<file path="config.mk">
export PLATFORM = sky130hd
export DESIGN_NAME = speck_round_key_ctrl
export DESIGN_NICKNAME = d
export VERILOG_FILES = /design/src/rtl/speck_pkg.sv /design/src/rtl/speck_rk_ram.sv /design/src/rtl/speck_round_key_ctrl.sv
export SDC_FILE = /design/constraint.sdc
export NUM_CORES = 2
export LEC_CHECK = 0
export ABC_AREA = 1
export CAP_MARGIN = 20
export CORE_MARGIN = 2
export CORE_UTILIZATION = 38
export CTS_BUF_LIST = sky130_fd_sc_hd__clkbuf_2
export CTS_CLUSTER_DIAMETER = 30
export DETAILED_ROUTE_END_ITERATION = 6
export DONT_BUFFER_PORTS = 1
export SYNTH_ARGS = -nofsm -noshare
export SYNTH_HDL_FRONTEND = slang
export SYNTH_SLANG_ARGS = --single-unit
</file>
<file path="constraint.sdc">
create_clock -name clk -period 6.81 [get_ports clk]
set_input_delay 1.0215 -clock clk [delete_from_list [all_inputs] [get_ports clk]]
set_output_delay 1.0215 -clock clk [all_outputs]
set_load 0.005 [all_outputs]
</file>
<file path="src/rtl/speck_pkg.sv">
// Shared constants and controller state type for the SPECK128/128 round-key path.
package speck_pkg;
  localparam int SPECK_WORD_W   = 64;
  localparam int SPECK_KEY_W    = 128;
  localparam int SPECK_ROUNDS   = 32;
  localparam int KS_TIMEOUT_CYC = 15;

  typedef enum logic [1:0] {
    IDLE = 2'd0,
    KICK = 2'd1,
    WAIT = 2'd2,
    DONE = 2'd3
  } rk_ctrl_state_t;
endpackage

</file>
<file path="src/rtl/speck_rk_ram.sv">
// Round-key buffer: one synchronous write port, one registered read port
// (a read of the address being written returns the previous contents).
module speck_rk_ram #(
  parameter int DEPTH  = 32,
  parameter int ADDR_W = 5,
  parameter int DATA_W = 64
) (
  input  logic              clk_i,
  input  logic              rst_ni,
  input  logic              wr_en_i,
  input  logic [ADDR_W-1:0] wr_addr_i,
  input  logic [DATA_W-1:0] wr_data_i,
  input  logic [ADDR_W-1:0] rd_addr_i,
  output logic [DATA_W-1:0] rd_data_o
);
  logic [DATA_W-1:0] mem_q [DEPTH];
  logic [DATA_W-1:0] rd_data_q;

  always_ff @(posedge clk_i) begin
    if (wr_en_i) mem_q[wr_addr_i] <= wr_data_i;
  end

  always_ff @(posedge clk_i or negedge rst_ni) begin
    if (!rst_ni) rd_data_q <= '0;
    else         rd_data_q <= mem_q[rd_addr_i];
  end

  assign rd_data_o = rd_data_q;
endmodule

</file>
<file path="src/rtl/speck_round_key_ctrl.sv">
// Sequencer driving an external SPECK128/128 key_schedule block once per round and
// buffering every round key. Optional watchdog on WAIT: define SPECK_KS_TIMEOUT_EN.
// Handshake: a key transfers on the rising edge where key_valid && key_ready are both
// high; key_ready is only high in IDLE and the source must hold key/key_valid until then.
module speck_round_key_ctrl
  import speck_pkg::*;
#(
  parameter int ROUNDS = SPECK_ROUNDS,
  parameter int ADDR_W = 5
) (
  input  logic                    clk,
  input  logic                    rst_n,
  input  logic                    key_valid,
  output logic                    key_ready,
  input  logic [SPECK_KEY_W-1:0]  key,
  output logic                    keys_valid,
  output logic                    done,
  input  logic [ADDR_W-1:0]       rk_rd_addr,
  output logic [SPECK_WORD_W-1:0] rk_rd_data,
  output logic                    ks_start,
  output logic [SPECK_KEY_W-1:0]  ks_key,
  output logic [SPECK_WORD_W-1:0] ks_round_ctr,
  input  logic                    ks_finished,
  input  logic [SPECK_KEY_W-1:0]  ks_out_key,
  input  logic [3:0]              ks_state,
  output rk_ctrl_state_t          dbg_state
`ifdef SPECK_KS_TIMEOUT_EN
  ,
  output logic                    ks_timeout
`endif
);
  localparam logic [ADDR_W-1:0] LAST_ROUND = ADDR_W'(ROUNDS - 2);

  rk_ctrl_state_t          state_q, state_d;
  logic [SPECK_KEY_W-1:0]  kl_q, kl_d;
  logic [ADDR_W-1:0]       round_q, round_d;
  logic                    kv_q, kv_d;
  logic                    rdy_q, rdy_d;
  logic                    wr_en;
  logic [ADDR_W-1:0]       wr_addr;
  logic [SPECK_WORD_W-1:0] wr_data;
`ifdef SPECK_KS_TIMEOUT_EN
  logic [3:0]              wd_q, wd_d;
  logic                    to_q, to_d;
`endif

  always_comb begin
    state_d  = state_q;
    kl_d     = kl_q;
    round_d  = round_q;
    kv_d     = kv_q;
    wr_en    = 1'b0;
    wr_addr  = '0;
    wr_data  = '0;
    ks_start = 1'b0;
    done     = 1'b0;
`ifdef SPECK_KS_TIMEOUT_EN
    wd_d     = '0;
    to_d     = to_q;
`endif
    case (state_q)
      IDLE: begin
        if (key_valid && rdy_q) begin
          kl_d    = key;
          round_d = '0;
          kv_d    = 1'b0;
          wr_en   = 1'b1;
          wr_data = key[127:64];
          state_d = KICK;
`ifdef SPECK_KS_TIMEOUT_EN
          to_d    = 1'b0;
`endif
        end
      end
      // A key_schedule left running across our reset must drain before we start it.
      KICK: begin
        if (ks_state == 4'd0) begin
          ks_start = 1'b1;
          state_d  = WAIT;
        end
      end
      WAIT: begin
        if (ks_finished) begin
          kl_d    = ks_out_key;
          wr_en   = 1'b1;
          wr_addr = round_q + ADDR_W'(1);
          wr_data = ks_out_key[127:64];
          if (round_q == LAST_ROUND) begin
            state_d = DONE;
          end else begin
            round_d = round_q + ADDR_W'(1);
            state_d = KICK;
          end
        end
`ifdef SPECK_KS_TIMEOUT_EN
        else if (wd_q == 4'(KS_TIMEOUT_CYC - 1)) begin
          to_d    = 1'b1;
          state_d = IDLE;
        end else begin
          wd_d = wd_q + 4'd1;
        end
`endif
      end
      DONE: begin
        kv_d    = 1'b1;
        done    = 1'b1;
        state_d = IDLE;
      end
      default: state_d = IDLE;
    endcase
    rdy_d = (state_d == IDLE);
  end

  always_ff @(posedge clk or negedge rst_n) begin
    if (!rst_n) begin
      state_q <= IDLE;
      kl_q    <= '0;
      round_q <= '0;
      kv_q    <= 1'b0;
      rdy_q   <= 1'b0;
`ifdef SPECK_KS_TIMEOUT_EN
      wd_q    <= '0;
      to_q    <= 1'b0;
`endif
    end else begin
      state_q <= state_d;
      kl_q    <= kl_d;
      round_q <= round_d;
      kv_q    <= kv_d;
      rdy_q   <= rdy_d;
`ifdef SPECK_KS_TIMEOUT_EN
      wd_q    <= wd_d;
      to_q    <= to_d;
`endif
    end
  end

  speck_rk_ram #(
    .DEPTH  (ROUNDS),
    .ADDR_W (ADDR_W),
    .DATA_W (SPECK_WORD_W)
  ) u_rk_ram (
    .clk_i     (clk),
    .rst_ni    (rst_n),
    .wr_en_i   (wr_en),
    .wr_addr_i (wr_addr),
    .wr_data_i (wr_data),
    .rd_addr_i (rk_rd_addr),
    .rd_data_o (rk_rd_data)
  );

  assign key_ready    = rdy_q;
  assign keys_valid   = kv_q;
  assign ks_key       = kl_q;
  assign ks_round_ctr = SPECK_WORD_W'(round_q);
  assign dbg_state    = state_q;
`ifdef SPECK_KS_TIMEOUT_EN
  assign ks_timeout   = to_q;
`endif
endmodule

</file>
==> summary by stage <==
Floorplanning
The core footprint is roughly 240000 µm². The die is 490 µm wide. The die covers 240000 µm². The die height is approximately 490 µm.

The standard-cell row count is between 150 and 200. The number of top-level design ports is roughly 530. The starting density of the core is between 30% and 40%.

Synth
The share of synthesized flip-flops with an asynchronous set or reset is about 8.9%. Among all flip-flop cells after synthesis, the most frequent one is sky130_fd_sc_hd__edfxtp_1. The gate count of the mapped netlist is roughly 7500. The netlist area before placement is between 80000 and 90000 µm². A synthesized cell averages about 12 µm². The synthesized design contains approximately 2000 enable-type register cells. By area the synthesized netlist is led by sky130_fd_sc_hd__edfxtp_1, sky130_fd_sc_hd__nand3_1, sky130_fd_sc_hd__nand2_1.

The largest total area in the synthesized netlist belongs to sky130_fd_sc_hd__edfxtp_1. The netlist uses 26 different library cells. The share of the Yosys chip area taken by registers is 74.0%. Yosys printed 0 warnings.

Counting instances in the post-synthesis netlist gives the leading cell types as sky130_fd_sc_hd__nand2_1, sky130_fd_sc_hd__edfxtp_1, sky130_fd_sc_hd__nand3_1, sky130_fd_sc_hd__buf_2, sky130_fd_sc_hd__dfrtp_1. The share of the synthesized area in the top cell type is about two thirds. The dominant cell by count in the synthesized netlist is sky130_fd_sc_hd__nand2_1.

The number of synthesized register bits is about 2200.

Setup path
The launching element type of the critical path is an input port. The kind of capture point of the worst setup path is a flip-flop. STA puts the critical path data arrival time at about 7400 ps. For the worst setup path, the data required time is ~8600 ps. The critical path is of the input port to flip-flop type. In this run the worst path has a maximum fanout of 259.

Finish
The utilization after layout is between 40% and 50%. The net count of the finished layout is 8708. The final design area excluding fillers is ~110000 µm².

The fraction of layout cells with a size suffix above 1 is between 10% and 20%. From synthesis to final layout, the design area changed by 17.6%.

Flow run
Across the run, the number of max-cap violations was 0.

Power and ir drop
The maximum resistive drop on vdd is slightly below 0.0002 V. The cell area power density is 280 nW/µm². For this design the static power due to leakage is between 0.04 and 0.05 µW.

Clocking
The CTS tree is yes. The H-tree was split into 6 levels. In this run the post-CTS setup repair buffer count came out at 0.

CTS placed an instance of sky130_fd_sc_hd__clkbuf_2 at the clock tree root. Clock-pin slew was measured on the worst setup and hold paths at approximately 100 ps. The number of sinks on the clock net is roughly 2200. The later pin in the worst-skew pair is clocked with a latency of between 1500 and 2000 ps. The worst-case clock buffer depth is 4. Clock tree synthesis inserted a total of just over 600 buffers.

Routing
The number of DRC violations after detailed-routing iteration 0 is 7194. The via total after detailed routing is about 65000. Dividing the detail-routed wire length by the instance count gives 24.0 µm. Dividing the detail-routed via count by the number of cells gives around 5.4. The first detailed-routing pass ran for 7 iterations. The detailed-route DRC error count is 4. The count of nets left with antenna violations once routing finished came out at 0. For this block, the routed nets add up to around 290000 µm of wire.

Placement
At the placement stage, the worst setup path has a slack of around 2600 ps. The placed instances occupy a cell area of approximately 93000 µm². The HPWL after detailed placement is ~140000 µm. The port buffer count is 0. The weighted congestion reported at the end of routability-driven placement is 0.995.

GRT
The via count of the first global-routing pass is around 63000. Entering global routing, the biggest net connects between 600 and 700 pins. The total routing usage reported by global routing is between 20% and 30%.

For this run the aggregate overflow at the end of global routing stands at 0. The initial antenna violation count is 33. The wire length of the first global-routing pass is 418000 µm.

Outcome
The run finished, with violations left. The checks that failed: DRC.

Timing
The maximum clock skew at final layout is 148 ps. The highest attainable clock frequency is 179 MHz. The worst-margin pin slew is 1280 ps.

Setup repair after global routing left no endpoint under its margin. In the finished design, the share of the clock period the worst path needs comes to between 80% and 90%. The hold violation count in the final report is 0.

Headroom to the max-slew limit came out at between 10 and 15%. The max-slew violation count was 0. The clock period could shrink to approximately 5600 ps. The final total negative setup slack is 0 ps.

Setup violations remaining at the end of the flow were counted as 0. The final worst slack is between 1000 and 1500 ps.

Hold path
The worst min-delay path category is input port to flip-flop.
-- per-layer routing --
metal	track usage (%)	up-vias	routed length, µm
met5	0	-	41
met4	10.7	6	12200
met3	5.46	679	27700
met2	36.8	3668	134000
met1	30.4	31562	114000
li1	-	28625	-
-- repair_timing --
| action | CTS | global route |
|---|---|---|
| gates resized for setup | 0 | 0 |
| hold buffers | 634 | 3 |
| endpoints found under the hold margin | 2821 | 18 |
-- state kept, by name (all words and copies together), names as in the netlist --
name,cells
keys_valid,1
round_q,5
key_ready,1
dbg_state,2
u_rk_ram.mem_q,2048
ks_key,128
u_rk_ram.rd_data_o,64
-- report_power, final --
group / internal [µW] / switching (µW)
Combinational: 1350 / 2170
Clock: 4000 / 5580
Sequential: 15900 / 609
Total: 21200 / 8360
-- path summary, 6_finish.rpt --
| path | from | endpoint | slack [ps] | cells past startpoint |
|---|---|---|---|---|
| max | rk_rd_addr[0] | u_rk_ram.rd_data_o[45]$_DFF_PN0_ | 1210 | 15 |
| min | rk_rd_addr[1] | u_rk_ram.rd_data_o[3]$_DFF_PN0_ | 110 | 6 |
| max reg2reg | dbg_state[1]$_DFF_PN0_ | u_rk_ram.mem_q[8][21]$_DFFE_PP_ | 2130 | 11 |
| min reg2reg | keys_valid$_DFFE_PN0P_ | keys_valid$_DFFE_PN0P_ | 520 | 2 |
| max in group asynchronous | rst_n | ks_key[101]$_DFFE_PN0P_ | 5170 | 4 |
| min in group asynchronous | rst_n | u_rk_ram.rd_data_o[61]$_DFF_PN0_ | 370 | 3 |
-- through the flow --
stage / std cells / hold slack, ps / power, µW
after floorplan: 7589 / 465 / 18200
after global routing: 12044 / -57.2 / 30800
after CTS: 12006 / 4.26 / 29600
after detailed placement: 10333 / 495 / 19100
after global placement: 10329 / 496 / 19000
final: 12048 / 108 / 29600
-- cells by family (layout without fill, tap and decap cells) --
logic type	Yosys count	after routing	share of synthesized area (%)
compound gates	198	198	1.37
xor+xnor	2	2	0.0195
fa+ha+maj	2	2	0.0278
buf+inv	632	1913	3.38
flops	2249	2249	74.0
other cells	1	87	0.00417
simple gates	4447	4447	21.2
-- critical path, cell delays in order --
cell,delay [ps]
sky130_fd_sc_hd__buf_16,620
sky130_fd_sc_hd__buf_16,830
sky130_fd_sc_hd__inv_8,580
sky130_fd_sc_hd__buf_4,560
sky130_fd_sc_hd__nand2_1,160
sky130_fd_sc_hd__nand3_1,70
sky130_fd_sc_hd__dlygate4sd3_1,590
sky130_fd_sc_hd__nand3_1,70
sky130_fd_sc_hd__dlygate4sd3_1,560
sky130_fd_sc_hd__nand3_1,60
sky130_fd_sc_hd__dlygate4sd3_1,590
sky130_fd_sc_hd__nand3_1,70
sky130_fd_sc_hd__dlygate4sd3_1,570
sky130_fd_sc_hd__nand2_1,50
sky130_fd_sc_hd__dlygate4sd3_1,550
-- cells in the final DEF (no fill, tap or decap), drive strengths merged --
cell type	Yosys	routed
a21o	64	64
a31oi	64	64
buf	443	164
bufinv	0	15
clkbuf	103	878
clkinv	0	131
clkinvlp	0	2
conb	1	59
dfrtp	201	201
diode	0	28
dlygate4sd3	0	624
edfxtp	2048	2048
ha	2	2
inv	86	99
nand2	2480	2480
nand3	1860	1860
nand4	1	1
nor2	105	105
nor3	1	1
o21ai	69	69
o31ai	1	1
xnor2	2	2
-- final cells by class --
| cell class | count | area (µm²) |
|---|---|---|
| clock buffer | 878 | 4390 |
| tap | 3150 | 3940 |
| sequential | 2249 | 66500 |
| antenna | 28 | 70.1 |
| multi-input combinational | 4708 | 21100 |
| clock inverter | 161 | 1050 |
| inverter | 86 | 357 |
| fill | 21399 | 129000 |
| timing repair buffer | 788 | 8280 |
Power figures use the tool's default switching activity.
